$ cat src/rtl/fp32_pkg.sv
// rtl/fp32_pkg.sv - shared encodings, field widths and FSM states for the FP32 issue controller
// Ports: none (package).
package fp32_pkg;

  localparam int SIGN_W = 1;
  localparam int EXP_W  = 8;
  localparam int MANT_W = 23;

  localparam logic [1:0] OP_ADD = 2'b00;
  localparam logic [1:0] OP_SUB = 2'b01;
  localparam logic [1:0] OP_MUL = 2'b10;
  localparam logic [1:0] OP_RSV = 2'b11;

  localparam logic [31:0] QNAN = 32'h7FC0_0000;

  typedef enum logic [1:0] {
    ST_IDLE,
    ST_ISSUE,
    ST_WAIT,
    ST_RESP
  } state_t;

endpackage

$ cat src/rtl/fp32_issue_ctrl_if.sv
// rtl/fp32_issue_ctrl_if.sv - request, EU and response signals of the FP32 issue controller
// Ports: none; signals grouped as two requesters (REQn_*), EU issue/return (EU_*) and
// response (RSP_*). Modport master = controller side, slave = environment side.
interface fp32_issue_ctrl_if;

  logic                        REQ0_VALID;
  logic                        REQ0_READY;
  logic [31:0]                 REQ0_OP_A;
  logic [31:0]                 REQ0_OP_B;
  logic [1:0]                  REQ0_OPCODE;
  logic                        REQ1_VALID;
  logic                        REQ1_READY;
  logic [31:0]                 REQ1_OP_A;
  logic [31:0]                 REQ1_OP_B;
  logic [1:0]                  REQ1_OPCODE;

  logic                        EU_START;
  logic [1:0]                  EU_OPCODE;
  logic                        EU_SIGN_A;
  logic                        EU_SIGN_B;
  logic [fp32_pkg::EXP_W-1:0]  EU_EXP_A;
  logic [fp32_pkg::EXP_W-1:0]  EU_EXP_B;
  logic [fp32_pkg::MANT_W-1:0] EU_MANT_A;
  logic [fp32_pkg::MANT_W-1:0] EU_MANT_B;
  logic                        EU_DONE;
  logic [31:0]                 EU_RESULT;

  logic                        RSP_VALID;
  logic                        RSP_READY;
  logic                        RSP_ID;
  logic [31:0]                 RSP_RESULT;
  logic                        RSP_ERR;

  modport master (
    input  REQ0_VALID, REQ0_OP_A, REQ0_OP_B, REQ0_OPCODE,
    input  REQ1_VALID, REQ1_OP_A, REQ1_OP_B, REQ1_OPCODE,
    output REQ0_READY, REQ1_READY,
    output EU_START, EU_OPCODE, EU_SIGN_A, EU_SIGN_B, EU_EXP_A, EU_EXP_B, EU_MANT_A, EU_MANT_B,
    input  EU_DONE, EU_RESULT,
    output RSP_VALID, RSP_ID, RSP_RESULT, RSP_ERR,
    input  RSP_READY
  );

  modport slave (
    output REQ0_VALID, REQ0_OP_A, REQ0_OP_B, REQ0_OPCODE,
    output REQ1_VALID, REQ1_OP_A, REQ1_OP_B, REQ1_OPCODE,
    input  REQ0_READY, REQ1_READY,
    input  EU_START, EU_OPCODE, EU_SIGN_A, EU_SIGN_B, EU_EXP_A, EU_EXP_B, EU_MANT_A, EU_MANT_B,
    output EU_DONE, EU_RESULT,
    input  RSP_VALID, RSP_ID, RSP_RESULT, RSP_ERR,
    output RSP_READY
  );

endinterface

$ cat src/rtl/fp32_classify.sv
// rtl/fp32_classify.sv - combinational NaN/Inf/zero classification of one FP32 operand
// Ports: exp_in (biased exponent), mant_in (fraction) -> is_nan, is_inf, is_zero.
module fp32_classify
  import fp32_pkg::*;
(
  input  logic [EXP_W-1:0]  exp_in,
  input  logic [MANT_W-1:0] mant_in,
  output logic              is_nan,
  output logic              is_inf,
  output logic              is_zero
);

  assign is_nan  = (&exp_in) & (|mant_in);
  assign is_inf  = (&exp_in) & ~(|mant_in);
  assign is_zero = ~(|exp_in) & ~(|mant_in);

endmodule

$ cat src/rtl/fp32_issue_ctrl.sv
// rtl/fp32_issue_ctrl.sv - round-robin issue controller sharing one FP32 EU between two requesters
// Ports: CLK, RST (async, active-high); bus (fp32_issue_ctrl_if.master): two request ports,
// EU start/fields/done/result, tagged valid/ready response.
// Parameter TIMEOUT_CYCLES (2..255): WAIT cycles before a watchdog error response.
// Macro FP32_SPECIAL_BYPASS_EN: resolve NaN/Inf special cases here instead of in the EU.
module fp32_issue_ctrl
  import fp32_pkg::*;
#(
  parameter int TIMEOUT_CYCLES = 64
) (
  input  logic               CLK,
  input  logic               RST,
  fp32_issue_ctrl_if.master  bus
);

  localparam logic [7:0] CNT_LAST = 8'(TIMEOUT_CYCLES - 1);

  state_t              state_q, state_d;
  logic                rr_q, rr_d;
  logic [7:0]          cnt_q, cnt_d;
  logic [1:0]          eu_opcode_q, eu_opcode_d;
  logic                eu_sign_a_q, eu_sign_a_d;
  logic                eu_sign_b_q, eu_sign_b_d;
  logic [EXP_W-1:0]    eu_exp_a_q, eu_exp_a_d;
  logic [EXP_W-1:0]    eu_exp_b_q, eu_exp_b_d;
  logic [MANT_W-1:0]   eu_mant_a_q, eu_mant_a_d;
  logic [MANT_W-1:0]   eu_mant_b_q, eu_mant_b_d;
  logic                rsp_id_q, rsp_id_d;
  logic [31:0]         rsp_result_q, rsp_result_d;
  logic                rsp_err_q, rsp_err_d;

  logic                sel_valid, sel_id, hs;
  logic [31:0]         op_a, op_b;
  logic [1:0]          opc;
  logic                eff_sign_b;
  logic                byp_hit;
  logic [31:0]         byp_result;

  // With both requesters valid the RR pointer decides; otherwise the lone valid one wins.
  always_comb begin
    sel_valid  = bus.REQ0_VALID | bus.REQ1_VALID;
    sel_id     = (bus.REQ0_VALID & bus.REQ1_VALID) ? rr_q : bus.REQ1_VALID;
    op_a       = sel_id ? bus.REQ1_OP_A   : bus.REQ0_OP_A;
    op_b       = sel_id ? bus.REQ1_OP_B   : bus.REQ0_OP_B;
    opc        = sel_id ? bus.REQ1_OPCODE : bus.REQ0_OPCODE;
    eff_sign_b = op_b[31] ^ (opc == OP_SUB);
  end

  assign hs = (state_q == ST_IDLE) & sel_valid;

`ifdef FP32_SPECIAL_BYPASS_EN
  logic a_nan, a_inf, a_zero, b_nan, b_inf, b_zero;

  fp32_classify u_cls_a (.exp_in(op_a[30:23]), .mant_in(op_a[22:0]),
                         .is_nan(a_nan), .is_inf(a_inf), .is_zero(a_zero));
  fp32_classify u_cls_b (.exp_in(op_b[30:23]), .mant_in(op_b[22:0]),
                         .is_nan(b_nan), .is_inf(b_inf), .is_zero(b_zero));

  always_comb begin
    byp_hit    = 1'b0;
    byp_result = '0;
    if (a_nan | b_nan) begin
      byp_hit    = 1'b1;
      byp_result = QNAN;
    end else if (opc == OP_MUL) begin
      if ((a_inf & b_zero) | (b_inf & a_zero)) begin
        byp_hit    = 1'b1;
        byp_result = QNAN;
      end else if (a_inf | b_inf) begin
        byp_hit    = 1'b1;
        byp_result = {op_a[31] ^ op_b[31], 8'hFF, 23'd0};
      end
    end else begin
      // Add/sub: signs compared after folding the subtraction into B's sign.
      if (a_inf & b_inf & (op_a[31] != eff_sign_b)) begin
        byp_hit    = 1'b1;
        byp_result = QNAN;
      end else if (a_inf) begin
        byp_hit    = 1'b1;
        byp_result = {op_a[31], 8'hFF, 23'd0};
      end else if (b_inf) begin
        byp_hit    = 1'b1;
        byp_result = {eff_sign_b, 8'hFF, 23'd0};
      end
    end
  end
`else
  assign byp_hit    = 1'b0;
  assign byp_result = '0;
`endif

  always_comb begin
    state_d      = state_q;
    rr_d         = rr_q;
    cnt_d        = cnt_q;
    eu_opcode_d  = eu_opcode_q;
    eu_sign_a_d  = eu_sign_a_q;
    eu_sign_b_d  = eu_sign_b_q;
    eu_exp_a_d   = eu_exp_a_q;
    eu_exp_b_d   = eu_exp_b_q;
    eu_mant_a_d  = eu_mant_a_q;
    eu_mant_b_d  = eu_mant_b_q;
    rsp_id_d     = rsp_id_q;
    rsp_result_d = rsp_result_q;
    rsp_err_d    = rsp_err_q;

    case (state_q)
      ST_IDLE: begin
        if (hs) begin
          rr_d        = ~sel_id;
          rsp_id_d    = sel_id;
          eu_opcode_d = (opc == OP_MUL) ? OP_MUL : OP_ADD;
          eu_sign_a_d = op_a[31];
          eu_sign_b_d = eff_sign_b;
          eu_exp_a_d  = op_a[30:23];
          eu_exp_b_d  = op_b[30:23];
          eu_mant_a_d = op_a[22:0];
          eu_mant_b_d = op_b[22:0];
          if (opc == OP_RSV) begin
            rsp_result_d = QNAN;
            rsp_err_d    = 1'b1;
            state_d      = ST_RESP;
          end else if (byp_hit) begin
            rsp_result_d = byp_result;
            rsp_err_d    = 1'b0;
            state_d      = ST_RESP;
          end else begin
            state_d = ST_ISSUE;
          end
        end
      end
      ST_ISSUE: begin
        cnt_d   = '0;
        state_d = ST_WAIT;
      end
      ST_WAIT: begin
        // EU_DONE is checked first so it wins over a coinciding timeout.
        if (bus.EU_DONE) begin
          rsp_result_d = bus.EU_RESULT;
          rsp_err_d    = 1'b0;
          state_d      = ST_RESP;
        end else if (cnt_q == CNT_LAST) begin
          rsp_result_d = QNAN;
          rsp_err_d    = 1'b1;
          state_d      = ST_RESP;
        end else begin
          cnt_d = cnt_q + 8'd1;
        end
      end
      ST_RESP: begin
        if (bus.RSP_READY) state_d = ST_IDLE;
      end
      default: state_d = ST_IDLE;
    endcase
  end

  always_ff @(posedge CLK or posedge RST) begin
    if (RST) begin
      state_q      <= ST_IDLE;
      rr_q         <= 1'b0;
      cnt_q        <= '0;
      eu_opcode_q  <= '0;
      eu_sign_a_q  <= 1'b0;
      eu_sign_b_q  <= 1'b0;
      eu_exp_a_q   <= '0;
      eu_exp_b_q   <= '0;
      eu_mant_a_q  <= '0;
      eu_mant_b_q  <= '0;
      rsp_id_q     <= 1'b0;
      rsp_result_q <= '0;
      rsp_err_q    <= 1'b0;
    end else begin
      state_q      <= state_d;
      rr_q         <= rr_d;
      cnt_q        <= cnt_d;
      eu_opcode_q  <= eu_opcode_d;
      eu_sign_a_q  <= eu_sign_a_d;
      eu_sign_b_q  <= eu_sign_b_d;
      eu_exp_a_q   <= eu_exp_a_d;
      eu_exp_b_q   <= eu_exp_b_d;
      eu_mant_a_q  <= eu_mant_a_d;
      eu_mant_b_q  <= eu_mant_b_d;
      rsp_id_q     <= rsp_id_d;
      rsp_result_q <= rsp_result_d;
      rsp_err_q    <= rsp_err_d;
    end
  end

  assign bus.REQ0_READY = hs & ~sel_id;
  assign bus.REQ1_READY = hs & sel_id;
  assign bus.EU_START   = (state_q == ST_ISSUE);
  assign bus.EU_OPCODE  = eu_opcode_q;
  assign bus.EU_SIGN_A  = eu_sign_a_q;
  assign bus.EU_SIGN_B  = eu_sign_b_q;
  assign bus.EU_EXP_A   = eu_exp_a_q;
  assign bus.EU_EXP_B   = eu_exp_b_q;
  assign bus.EU_MANT_A  = eu_mant_a_q;
  assign bus.EU_MANT_B  = eu_mant_b_q;
  assign bus.RSP_VALID  = (state_q == ST_RESP);
  assign bus.RSP_ID     = rsp_id_q;
  assign bus.RSP_RESULT = rsp_result_q;
  assign bus.RSP_ERR    = rsp_err_q;

endmodule

$ cat src/flat_wrapper.sv
// flat-port wrapper written by rule: the top's interface ports become plain ports
module fp32_issue_ctrl_flat import fp32_pkg::*;
#(
  parameter int TIMEOUT_CYCLES = 64
)
  (CLK, RST, bus_REQ0_VALID, bus_REQ0_OP_A, bus_REQ0_OP_B, bus_REQ0_OPCODE, bus_REQ1_VALID, bus_REQ1_OP_A, bus_REQ1_OP_B, bus_REQ1_OPCODE, bus_REQ0_READY, bus_REQ1_READY, bus_EU_START, bus_EU_OPCODE, bus_EU_SIGN_A, bus_EU_SIGN_B, bus_EU_EXP_A, bus_EU_EXP_B, bus_EU_MANT_A, bus_EU_MANT_B, bus_EU_DONE, bus_EU_RESULT, bus_RSP_VALID, bus_RSP_ID, bus_RSP_RESULT, bus_RSP_ERR, bus_RSP_READY);
  fp32_issue_ctrl_if bus_i ();
  input  logic CLK;
  input  logic RST;
  input wire logic [$bits(bus_i.REQ0_VALID)-1:0] bus_REQ0_VALID;
  input wire logic [$bits(bus_i.REQ0_OP_A)-1:0] bus_REQ0_OP_A;
  input wire logic [$bits(bus_i.REQ0_OP_B)-1:0] bus_REQ0_OP_B;
  input wire logic [$bits(bus_i.REQ0_OPCODE)-1:0] bus_REQ0_OPCODE;
  input wire logic [$bits(bus_i.REQ1_VALID)-1:0] bus_REQ1_VALID;
  input wire logic [$bits(bus_i.REQ1_OP_A)-1:0] bus_REQ1_OP_A;
  input wire logic [$bits(bus_i.REQ1_OP_B)-1:0] bus_REQ1_OP_B;
  input wire logic [$bits(bus_i.REQ1_OPCODE)-1:0] bus_REQ1_OPCODE;
  output wire logic [$bits(bus_i.REQ0_READY)-1:0] bus_REQ0_READY;
  output wire logic [$bits(bus_i.REQ1_READY)-1:0] bus_REQ1_READY;
  output wire logic [$bits(bus_i.EU_START)-1:0] bus_EU_START;
  output wire logic [$bits(bus_i.EU_OPCODE)-1:0] bus_EU_OPCODE;
  output wire logic [$bits(bus_i.EU_SIGN_A)-1:0] bus_EU_SIGN_A;
  output wire logic [$bits(bus_i.EU_SIGN_B)-1:0] bus_EU_SIGN_B;
  output wire logic [$bits(bus_i.EU_EXP_A)-1:0] bus_EU_EXP_A;
  output wire logic [$bits(bus_i.EU_EXP_B)-1:0] bus_EU_EXP_B;
  output wire logic [$bits(bus_i.EU_MANT_A)-1:0] bus_EU_MANT_A;
  output wire logic [$bits(bus_i.EU_MANT_B)-1:0] bus_EU_MANT_B;
  input wire logic [$bits(bus_i.EU_DONE)-1:0] bus_EU_DONE;
  input wire logic [$bits(bus_i.EU_RESULT)-1:0] bus_EU_RESULT;
  output wire logic [$bits(bus_i.RSP_VALID)-1:0] bus_RSP_VALID;
  output wire logic [$bits(bus_i.RSP_ID)-1:0] bus_RSP_ID;
  output wire logic [$bits(bus_i.RSP_RESULT)-1:0] bus_RSP_RESULT;
  output wire logic [$bits(bus_i.RSP_ERR)-1:0] bus_RSP_ERR;
  input wire logic [$bits(bus_i.RSP_READY)-1:0] bus_RSP_READY;
  assign bus_i.REQ0_VALID = bus_REQ0_VALID;
  assign bus_i.REQ0_OP_A = bus_REQ0_OP_A;
  assign bus_i.REQ0_OP_B = bus_REQ0_OP_B;
  assign bus_i.REQ0_OPCODE = bus_REQ0_OPCODE;
  assign bus_i.REQ1_VALID = bus_REQ1_VALID;
  assign bus_i.REQ1_OP_A = bus_REQ1_OP_A;
  assign bus_i.REQ1_OP_B = bus_REQ1_OP_B;
  assign bus_i.REQ1_OPCODE = bus_REQ1_OPCODE;
  assign bus_REQ0_READY = bus_i.REQ0_READY;
  assign bus_REQ1_READY = bus_i.REQ1_READY;
  assign bus_EU_START = bus_i.EU_START;
  assign bus_EU_OPCODE = bus_i.EU_OPCODE;
  assign bus_EU_SIGN_A = bus_i.EU_SIGN_A;
  assign bus_EU_SIGN_B = bus_i.EU_SIGN_B;
  assign bus_EU_EXP_A = bus_i.EU_EXP_A;
  assign bus_EU_EXP_B = bus_i.EU_EXP_B;
  assign bus_EU_MANT_A = bus_i.EU_MANT_A;
  assign bus_EU_MANT_B = bus_i.EU_MANT_B;
  assign bus_i.EU_DONE = bus_EU_DONE;
  assign bus_i.EU_RESULT = bus_EU_RESULT;
  assign bus_RSP_VALID = bus_i.RSP_VALID;
  assign bus_RSP_ID = bus_i.RSP_ID;
  assign bus_RSP_RESULT = bus_i.RSP_RESULT;
  assign bus_RSP_ERR = bus_i.RSP_ERR;
  assign bus_i.RSP_READY = bus_RSP_READY;
  fp32_issue_ctrl #(.TIMEOUT_CYCLES(TIMEOUT_CYCLES)) u_core (.CLK(CLK), .RST(RST), .bus(bus_i));
endmodule
$ cat config.mk
export PLATFORM = sky130hd
export DESIGN_NAME = fp32_issue_ctrl_flat
export DESIGN_NICKNAME = d
export VERILOG_FILES = /design/src/rtl/fp32_pkg.sv /design/src/rtl/fp32_issue_ctrl_if.sv /design/src/rtl/fp32_classify.sv /design/src/rtl/fp32_issue_ctrl.sv /design/src/flat_wrapper.sv
export SDC_FILE = /design/constraint.sdc
export NUM_CORES = 1
export LEC_CHECK = 0
export CAP_MARGIN = 5
export CORE_MARGIN = 2
export CORE_UTILIZATION = 39
export CTS_CLUSTER_SIZE = 20
export DETAILED_ROUTE_END_ITERATION = 10
export PLACE_DENSITY_LB_ADDON = 0.25
export SYNTH_ARGS = -nofsm -noshare
export SYNTH_HDL_FRONTEND = slang
export SYNTH_HIERARCHICAL = 1
export SYNTH_SLANG_ARGS = --single-unit
$ cat constraint.sdc
create_clock -name CLK -period 5.2 [get_ports CLK]
set_clock_uncertainty 0.2 [all_clocks]
set_input_delay 1.56 -clock CLK [delete_from_list [all_inputs] [get_ports CLK]]
set_output_delay 1.56 -clock CLK [all_outputs]
set_load 0.03 [all_outputs]
==> key figures, run 1 <==
Critical path
  – CP Launch Type: input port
  – Crit end category: primary output
  – CP endpoint: bus_REQ0_READY
  – Reg-to-Reg End: u_core/bus.RSP_ERR
  – Critical Path RT: 3.44 ns
  – WP data arrival: 3.21 ns
  – WS Path Type: input port to primary output
  – R2R cell count: 7
  – Reg2reg setup slack: 2.37 ns
  – Worst r2r src: u_core/state_q[0]
  – Origin of the worst setup path: bus_REQ1_VALID
  – CP Max Fanout: 5

Pwr
  – Sequential power share: 29.6%
  – Peak supply drop: 276 µV
  – Sw Pwr: 2.12 mW
  – Leak Pwr: 3.85 nW
  – Switching Share: 42.9%
  – Comb power frac: 55.9%
  – PwrDens: 596 nW/µm²
  – Clock share of power: 14.5%
  – Internal power: 2.82 mW

Floorplan
  – Die H: 118 µm
  – Starting density of the core: 40.0%
  – Io pins: 274
  – Row Count: 41
  – Die area: 13900 µm²
  – Width of the die: 118 µm
  – Core area: 12700 µm²

Synthesis
  – Synth top cells by count: 139 x nand2_1, 110 x dfrtp_1, 63 x a22oi_1, 25 x clkbuf_1, 24 x and3_1
  – Area fraction in compound gates after synthesis: 14.0%
  – Largest area contributor in the netlist: dfrtp_1
  – Library cells used by synthesis: 42
  – Adder-cell area share of the yosys netlist: 1.48%
  – Avg Inst Size Synth: 10.3 µm²
  – Largest cells by area after synthesis: dfrtp_1 54%, nand2_1 10%, a22oi_1 9.3%
  – Synth warnings: 6
  – Simple-Gate Fraction of Synth Area: 16.7%
  – Synthesized net count: 670
  – Most frequent cell after synthesis: nand2_1
  – Post-synth EDFFs: 0
  – #FFs+latches synth: 110
  – Post-synth top area share: 54.3%
  – Mapped Cells: 494
  – Xor/xnor share of the synthesized area: 0.345%
  – Largest family of logic cells by synthesized area: simple AND/OR/NAND/NOR gates
  – Mux contribution to synthesized area: 8.86%
  – Main flop type after synthesis: dfrtp_1
  – Mapped cell area: 5070 µm²
  – Async SR Flop Fraction: 100%
  – Seq/Total Area, Yosys: 54.3%

Timing
  – Top achievable clock speed: 201 MHz
  – Final max-slew violation count: 0
  – Fin crit share: 95.6%
  – Slew HR: 42.5%
  – Setup TNS: 0 ns
  – # setup viols final: 0
  – Min Clock Period, post-route: 4.97 ns
  – Worst Max-Slew Pin Slew: 0.863 ns
  – Final Hold Fails: 0
  – Setup ws final: 0.228 ns
  – RSZ-0062 raised after global routing: no
  – Hold Worst Slack: 0.286 ns

Placed design
  – PortBufs: 272
  – GP Congestion: 0.802
  – Placed Area: 7970 µm²
  – Cells after DPL: 915
  – Post-DP HPWL: 11900 µm
  – DP Worst Slack: 0.199 ns

Final layout
  – Antenna diode count: 0
  – Final Instance Count excl. Fillers: 931
  – Storage element area: 2750 µm²
  – Nets: 930
  – Share of cells above drive strength 1: 7.64%
  – Design area: 8270 µm²
  – Layout fillers: 1035
  – Multi-input gate area: 2130 µm²
  – Layout area overhead: 63.1%

CTS
  – CTS buffer count: 9
  – Clk slew on worst S/H paths: 0.07 ns
  – Hold Buf Count CTS: 0
  – Setup bufs post-CTS: 0
  – Post-CTS sizing: 0
  – H-tree levels: 3
  – CTS Root Cell: clkbuf_16
  – Clk_lat worst skew: 0.35 ns
  – CTS sink count: 110
  – TritonCTS clock tree: yes
  – Max Buffers Root-to-Sink: 2

Drt
  – Routed Antenna Nets: 0
  – Drt first pass iters: 4
  – Drt drc: 0
  – DRT iter0 DRCs: 348
  – Vias/cell: 5.08
  – Vias: 4728
  – Total Routed Length: 16300 µm
  – Routed length per placed instance: 17.5 µm

GRT
  – First-pass GRT wire length: 25800 µm
  – Total congestion overflow: 0
  – Total Routing Usage GR: 23.6%
  – Vias in the first global route: 4936
  – Largest net degree at the start of global routing: 71
  – Initial antenna violation count: 0

Min path
  – Hold path depth: 1
  – Min-delay src: u_core/bus.RSP_ID
  – Worst hold path class: flop to flop

Status
  – Status: complete, no violations

Run
  – Max cap viols: 0
metal layers:
layer	part of all wire (%)	vias to the layer above	track usage, %	routed length (µm)
met1	38	2277	26.7	6240
met5	0	-	0	0
met3	8.8	23	7.90	1430
met2	51	209	40.9	8240
li1	-	2219	-	-
met4	2.2	0	9.26	362
per-stage QoR:
step	power [mW]	util (%)
floorplan	3.09	-
global placement	4.18	62.9
detailed placement	4.24	62.9
CTS	4.98	65.3
global route	5.21	65.3
finish	4.93	65.3
worst min path at each step:
stage | endpoint | slack (ns)
floorplan | u_core/cnt_q[2] | 0.27
CTS | u_core/bus.RSP_ID | 0.29
detailed placement | u_core/bus.RSP_ID | 0.27
finish | u_core/bus.RSP_ID | 0.29
global route | u_core/bus.RSP_ID | 0.31
global placement | u_core/bus.RSP_ID | 0.26
flip-flops by register name, indices dropped and copies added (netlist names):
register,flops
u_core/rr_q,1
u_core/bus.RSP_RESULT,32
u_core/bus.RSP_ID,1
u_core/bus.EU_EXP_A,8
u_core/bus.EU_MANT_A,23
u_core/bus.EU_SIGN_B,1
u_core/bus.EU_EXP_B,8
u_core/bus.EU_MANT_B,23
u_core/bus.EU_SIGN_A,1
u_core/bus.EU_OPCODE,1
u_core/bus.RSP_ERR,1
u_core/state_q,2
u_core/cnt_q,8
layout by cell type, fill, tap and decap left out, types with 2 or more instances in the layout:
| cell type | Yosys | final |
|---|---|---|
| dfrtp_1 | 110 | 110 |
| mux2i_1 | 10 | 10 |
| mux2_4 | 21 | 21 |
| xnor2_1 | 2 | 2 |
| nand2b_1 | 2 | 2 |
| o21ai_0 | 12 | 12 |
| nor2b_1 | 2 | 2 |
| ha_1 | 6 | 6 |
| a21oi_1 | 4 | 4 |
| a22oi_1 | 63 | 63 |
| inv_6 | 0 | 3 |
| buf_4 | 1 | 9 |
| nand3_1 | 4 | 4 |
| inv_1 | 19 | 18 |
| nor2_1 | 15 | 13 |
| nor3b_1 | 2 | 2 |
| and3_1 | 24 | 24 |
| clkbuf_16 | 0 | 9 |
| mux2_2 | 3 | 3 |
| nand2_1 | 139 | 139 |
| o211ai_1 | 3 | 3 |
| nor2_4 | 0 | 2 |
| nand4_1 | 2 | 2 |
| clkdlybuf4s50_1 | 0 | 271 |
| a31oi_1 | 2 | 2 |
kinds of logic after synthesis:
kind of cell | Yosys count
flip-flops | 110
AND/OR/NAND/NOR | 195
multiplexers | 34
XOR/XNOR | 2
other | 1
AO/OA/AOI/OAI | 95
buffers and inverters | 51
adder cells (fa/ha/maj) | 6
power by group through the flow:
stage	sequential (mW)	combinational, mW	clock (mW)
after global placement	1.45	2.72	0
after floorplan	2.17	0.919	0
after global routing	1.51	2.93	0.773
after CTS	1.46	2.78	0.738
final	1.46	2.76	0.717
after detailed placement	1.47	2.77	0
layout make-up:
type,instances,area share (%)
timing repair buffer,281,33.8
inverter,19,0.892
tap,172,2.60
sequential,110,33.3
clock inverter,7,0.968
multi-input combinational,333,25.7
clock buffer,9,2.72
worst max-delay path, cell delays in order:
cell and delay (ns):
clkdlybuf4s50_1 0.51, a21boi_0 0.18, buf_4 0.16, nor2_4 0.10
clkdlybuf4s50_1 0.71
(Power assumes the default switching activity.)
==> run 2: changes to the inputs <==
--- a/config.mk
+++ b/config.mk
@@ -6,8 +6,10 @@
 export NUM_CORES = 1
 export LEC_CHECK = 0
 export CAP_MARGIN = 5
+export CELL_PAD_IN_SITES_DETAIL_PLACEMENT = 0
+export CELL_PAD_IN_SITES_GLOBAL_PLACEMENT = 1
 export CORE_MARGIN = 2
-export CORE_UTILIZATION = 39
+export CORE_UTILIZATION = 28
 export CTS_CLUSTER_SIZE = 20
 export DETAILED_ROUTE_END_ITERATION = 10
 export PLACE_DENSITY_LB_ADDON = 0.25
==> run 2 against run 1 <==
Against the previous run:
- highest routed layer unchanged
- clock power grew 5.0%
- routed wire length grew 3.4%
- design area grew 1.1%
- clock-buffer cell count is the same
- sequential cell count is the same
- largest cell class unchanged
==> key figures, run 2 (synthesis gave the netlist of run 1 again) <==
GRT
  – First-pass GRT wire length: 26800 µm (+3.7%)
  – Met2 Usage GRT: 28.2% (-13 points)
  – Total Routing Usage GR: 17.4% (-6.2 points)
  – Grt peak-use layer: met2
  – GR Util met1: 21.5% (-5.2 points)
  – Grt met3 use: 6.04% (-1.9 points)
  – Largest net degree at the start of global routing: 66 (-7.0%)
  – Total congestion overflow: 0 (unchanged)
  – Initial antenna violation count: 1 (+1)
  – Vias in the first global route: 4946 (+0.20%)

Final layout
  – Layout area overhead: 64.9%
  – Nets: 930 (unchanged)
  – Most frequent cells in the layout: 272 x clkdlybuf4s50_1, 139 x nand2_1, 110 x dfrtp_1, 63 x a22oi_1, 24 x and3_1
  – Commonest non-fill, non-tap cell in the layout: clkdlybuf4s50_1
  – Final core occ: 46.9% (-18 points)
  – Max reg flops: 32 (unchanged)
  – Share of cells above drive strength 1: 7.51% (-0.13 points)

Pwr
  – Sequential power share: 29.3% (-0.3 points)
  – Switching Share: 42.5% (-0.37 points)
  – Sw Pwr: 2.12 mW (+0.13%)
  – Comb power frac: 55.5% (-0.4 points)
  – Leak Pwr: 3.85 nW (about the same)
  – Internal power: 2.86 mW (+1.7%)
  – Peak supply drop: 322 µV (+17%)
  – PwrDens: 595 nW/µm² (-0.13%)
  – Clock share of power: 15.1% (+0.6 points)

CTS
  – CTS buffer count: 9 (unchanged)
  – H-tree levels: 3 (unchanged)
  – Post-CTS sizing: 0 (unchanged)
  – CTS sink count: 110 (unchanged)
  – CTS Root Cell: clkbuf_16
  – TritonCTS clock tree: yes
  – Hold Buf Count CTS: 0 (unchanged)
  – Clk slew on worst S/H paths: 0.07 ns (about the same)
  – Clk_lat worst skew: 0.34 ns (about the same)
  – Setup bufs post-CTS: 0 (unchanged)
  – Max Buffers Root-to-Sink: 2 (unchanged)

Timing
  – Worst Max-Slew Pin Slew: 0.789 ns (-0.0741 ns)
  – Min Clock Period, post-route: 5.03 ns (+0.0552 ns)
  – Setup TNS: 0 ns (unchanged)
  – RSZ-0062 raised after global routing: no
  – Top achievable clock speed: 199 MHz (-1.1%)
  – Final Hold Fails: 0 (unchanged)
  – Hold Worst Slack: 0.288 ns (+0.00150 ns)
  – Slew HR: 47.4% (+4.9 points)
  – # setup viols final: 0 (unchanged)
  – Fin crit share: 96.7% (+1.1 points)
  – Final max-slew violation count: 0 (unchanged)

Placed design
  – Post-DP HPWL: 11900 µm (about the same)
  – GP Congestion: 0.812 (+1.2%)
  – PortBufs: 272 (unchanged)

Drt
  – Routed Antenna Nets: 0 (unchanged)
  – Vias: 4668 (-1.3%)
  – Drt drc: 0 (unchanged)
  – Vias/cell: 4.72 (-7.1%)
  – DRT iter0 DRCs: 201 (-42%)
  – Routed length per placed instance: 17.0 µm (-2.7%)
  – Drt first pass iters: 7 (+3)
  – Total Routed Length: 16800 µm (+3.4%)

Critical path
  – WP data arrival: 3.27 ns (+0.06 ns)
  – WS Path Type: input port to primary output
  – CP Max Fanout: 4 (-1)
  – CP Launch Type: input port
  – Crit end category: primary output
  – Critical Path RT: 3.44 ns (about the same)

Status
  – Status: complete, no violations

Floorplan
  – Row Count: 49 (+20%)
  – Io pins: 274 (unchanged)
  – Width of the die: 139 µm (+17%)
  – Core area: 17800 µm² (+41%)
  – Starting density of the core: 28.4% (-12 points)
  – Die H: 139 µm (+17%)
  – Die area: 19200 µm² (+38%)

Min path
  – Worst hold path class: flop to flop

Run
  – Max cap viols: 0 (unchanged)
[run 2: changes by cell type in the layout (fill, tap and decap cells not counted)]
cell | previous run | this run
buf_4 | 9 | 8
bufinv_16 | 1 | 2
clkdlybuf4s50_1 | 271 | 272
clkinv_4 | 0 | 1
clkinvlp_4 | 1 | 2
diode_2 | 0 | 1
inv_6 | 3 | 1
inv_8 | 1 | 0
[run 2: worst max-delay path, stage by stage]
cell	delay [ns]
clkdlybuf4s50_1	0.52
a21boi_0	0.46
nor2_4	0.10
clkdlybuf4s50_1	0.61
[run 2: final cells by class]
cell class | instances | area (µm²)
tap | 229 | 287
inverter | 19 | 73.8
clock inverter | 7 | 97.6
sequential | 110 | 2750
clock buffer | 9 | 225
timing repair buffer | 281 | 2800
fill | 1607 | 9470
antenna | 1 | 2.50
multi-input combinational | 333 | 2130
[run 2: path summary, 6_finish.rpt]
| kind | from | endpoint | slack [ns] | cells past startpoint |
|---|---|---|---|---|
| min in group asynchronous | RST | u_core/bus.RSP_RESULT[10] | 1.50 | 2 |
| hold reg to reg | u_core/bus.EU_OPCODE[1] | u_core/bus.EU_OPCODE[1] | 0.29 | 2 |
| setup / recovery | bus_REQ1_VALID | bus_REQ0_READY | 0.17 | 4 |
| hold / removal | u_core/bus.EU_OPCODE[1] | u_core/bus.EU_OPCODE[1] | 0.29 | 2 |
| setup reg to reg | u_core/cnt_q[0] | u_core/bus.RSP_ERR | 2.61 | 6 |
| max in group asynchronous | RST | u_core/bus.RSP_RESULT[26] | 2.48 | 3 |
[run 2: power groups by stage]
stage | Sequential, mW | Combinational (mW) | Clock (mW)
after floorplan | 2.17 | 0.919 | 0
after global placement | 1.46 | 2.77 | 0
after detailed placement | 1.47 | 2.79 | 0
after CTS | 1.47 | 2.80 | 0.783
after global routing | 1.52 | 2.95 | 0.811
final | 1.46 | 2.77 | 0.753
[run 2: metal layers]
metal	vias to the layer above	share of wire (%)
met5	-	0
met4	0	2.2
met3	21	9.1
li1	2224	-
met2	192	47
met1	2231	42
[run 2: stage by stage]
step                instances  total power [mW]  setup WS (ns)  instance area [µm²]
floorplan                 494              3.09          0.538                 5070
global placement          972              4.22          0.190                 8040
detailed placement        972              4.26          0.194                 8040
CTS                       988              5.05          0.175                 8360
global route              989              5.28          0.114                 8370
finish                    989              4.98          0.173                 8370
==> run 3: changes to the inputs <==
--- a/config.mk
+++ b/config.mk
@@ -12,7 +12,7 @@
 export CORE_UTILIZATION = 28
 export CTS_CLUSTER_SIZE = 20
 export DETAILED_ROUTE_END_ITERATION = 10
-export PLACE_DENSITY_LB_ADDON = 0.25
+export PLACE_DENSITY_LB_ADDON = 0.05
 export SYNTH_ARGS = -nofsm -noshare
 export SYNTH_HDL_FRONTEND = slang
 export SYNTH_HIERARCHICAL = 1
==> run 3 against run 2 <==
Against the previous run:
- first-iteration DRC count did not move
- worst setup slack improved by 0.35 ns
- routed wire length grew 0.23%
- global-route usage is 0.18 points higher
- fmax rose by 7.5%
- critical endpoint unchanged
- clock power increased by 0.9%
- core utilization down 0.063 points
- register-to-register slack got worse by 0.06 ns
- sequential power hardly changed
- critical path depth is the same
- critical path type unchanged
==> key figures, run 3 (synthesis gave the netlist of run 1 again) <==
Floorplan
  – Width of the die: 139 µm (unchanged)
  – Die area: 19200 µm² (unchanged)
  – Row Count: 49 (unchanged)
  – Starting density of the core: 28.4% (unchanged)
  – Io pins: 274 (unchanged)
  – Die H: 139 µm (unchanged)
  – Core area: 17800 µm² (unchanged)

Timing
  – RSZ-0062 raised after global routing: no
  – Final Hold Fails: 0 (unchanged)
  – Min Clock Period, post-route: 4.68 ns (-0.349 ns)
  – Fin crit share: 90.0% (-6.7 points)
  – Top achievable clock speed: 214 MHz (+7.5%)
  – Hold Worst Slack: 0.284 ns (-0.00382 ns)
  – Setup TNS: 0 ns (unchanged)
  – Final max-slew violation count: 0 (unchanged)
  – # setup viols final: 0 (unchanged)
  – Slew HR: 48.1% (+0.74 points)
  – Worst Max-Slew Pin Slew: 0.778 ns (-0.0111 ns)

CTS
  – Post-CTS sizing: 0 (unchanged)
  – CTS buffer count: 9 (unchanged)
  – Clk_lat worst skew: 0.35 ns (about the same)
  – Hold Buf Count CTS: 0 (unchanged)
  – Setup bufs post-CTS: 0 (unchanged)
  – Max Buffers Root-to-Sink: 2 (unchanged)
  – CTS Root Cell: clkbuf_16
  – Clk slew on worst S/H paths: 0.07 ns (about the same)
  – TritonCTS clock tree: yes
  – CTS sink count: 110 (unchanged)
  – H-tree levels: 3 (unchanged)

Drt
  – Total Routed Length: 16900 µm (+0.23%)
  – Drt drc: 0 (unchanged)
  – DRT iter0 DRCs: 201 (unchanged)
  – Drt first pass iters: 4 (-3)
  – Routed length per placed instance: 17.1 µm (+0.33%)
  – Vias/cell: 4.70 (-0.41%)
  – Vias: 4644 (-0.51%)
  – Routed Antenna Nets: 0 (unchanged)

Final layout
  – Design area: 8360 µm² (-0.13%)
  – Nets: 929 (-0.11%)
  – Most frequent cells in the layout: 270 x clkdlybuf4s50_1, 139 x nand2_1, 110 x dfrtp_1, 63 x a22oi_1, 24 x and3_1
  – Commonest non-fill, non-tap cell in the layout: clkdlybuf4s50_1
  – Layout area overhead: 64.7%
  – Max reg flops: 32 (unchanged)
  – Share of cells above drive strength 1: 7.52% (+0.0099 points)

Min path
  – Worst hold path class: flop to flop

Placed design
  – PortBufs: 272 (unchanged)
  – GP Congestion: 0.739 (-8.9%)
  – Placed Area: 8030 µm² (-0.16%)
  – Post-DP HPWL: 12000 µm (+0.16%)

Critical path
  – Slowest CP cell: clkdlybuf4s50_1
  – Critical Path RT: 3.44 ns (about the same)
  – CP Launch Type: input port
  – WS Path Type: input port to primary output
  – Reg2reg setup slack: 2.55 ns (-0.06 ns)
  – Crit-path cells: clkdlybuf4s50_1, a21boi_0, nor2_4, buf_4
  – CP Max Fanout: 5 (+1)
  – Worst path max stage delay: 0.59 ns (-0.02 ns)
  – WP data arrival: 2.92 ns (-0.35 ns)
  – Crit end category: primary output

Pwr
  – Leak Pwr: 3.86 nW (about the same)
  – Peak supply drop: 264 µV (-18%)
  – PwrDens: 596 nW/µm² (about the same)

GRT
  – Vias in the first global route: 4740 (-4.2%)
  – Total congestion overflow: 0 (unchanged)
  – First-pass GRT wire length: 27000 µm (+0.75%)
  – Total Routing Usage GR: 17.5% (+0.18 points)
  – Initial antenna violation count: 1 (unchanged)
  – Largest net degree at the start of global routing: 66 (unchanged)

Status
  – Status: complete, no violations

Run
  – Max cap viols: 0 (unchanged)
-- run 3: changes by cell type in the layout (fill, tap and decap cells not counted), sizes merged --
cell and change:
buf +1, clkdlybuf4s50 -2, clkinv -1, clkbuf +2, clkinvlp -1
-- run 3: power breakdown --
group | total (mW) | internal [mW] | leakage (nW) | switching, mW
logic | 2.76 | 1.20 | 2.33 | 1.56
clock network | 0.760 | 0.437 | 0.156 | 0.322
registers | 1.46 | 1.24 | 1.37 | 0.218
total | 4.98 | 2.87 | 3.86 | 2.10
-- run 3: worst paths after layout --
path / startpoint / endpoint / cells past startpoint
worst min-delay path: u_core/bus.RSP_ID / u_core/bus.RSP_ID / 1
worst min register to register: u_core/bus.RSP_ID / u_core/bus.RSP_ID / 1
min in group asynchronous: RST / u_core/bus.RSP_RESULT[27] / 2
max in group asynchronous: RST / u_core/bus.RSP_RESULT[29] / 3
worst max-delay path: bus_REQ1_VALID / bus_REQ0_READY / 4
worst max register to register: u_core/state_q[1] / u_core/bus.RSP_ERR / 7
-- run 3: worst max-delay path: cells and delay by family --
family,cells,cell delay (ns)
buffers and inverters,2,0.78
and+or+nand+nor,1,0.07
AOI/OAI and AO/OA,1,0.50
-- run 3: per-stage QoR --
step / worst slack, ns / utilization (%) / std cells / power, mW
2_1_floorplan: 0.538 / - / 494 / 3.09
3_3_place_gp: 0.560 / 45.0 / 971 / 4.23
3_5_place_dp: 0.519 / 45.0 / 971 / 4.26
4_1_cts: 0.508 / 46.8 / 987 / 5.05
5_1_grt: 0.405 / 46.8 / 988 / 5.30
6_report: 0.522 / 46.8 / 988 / 4.98
-- run 3: metal layers --
layer	track usage, %	part of all wire (%)
met1	22.4	42
met2	28.0	47
met3	5.97	9.1
met4	5.96	1.9
met5	0	0
-- run 3: layout make-up --
type	count	area, µm²
timing repair buffer	280	2790
clock inverter	5	81.3
antenna	1	2.50
clock buffer	11	243
tap	229	287
sequential	110	2750
multi-input combinational	333	2130
fill	1667	9490
inverter	19	73.8
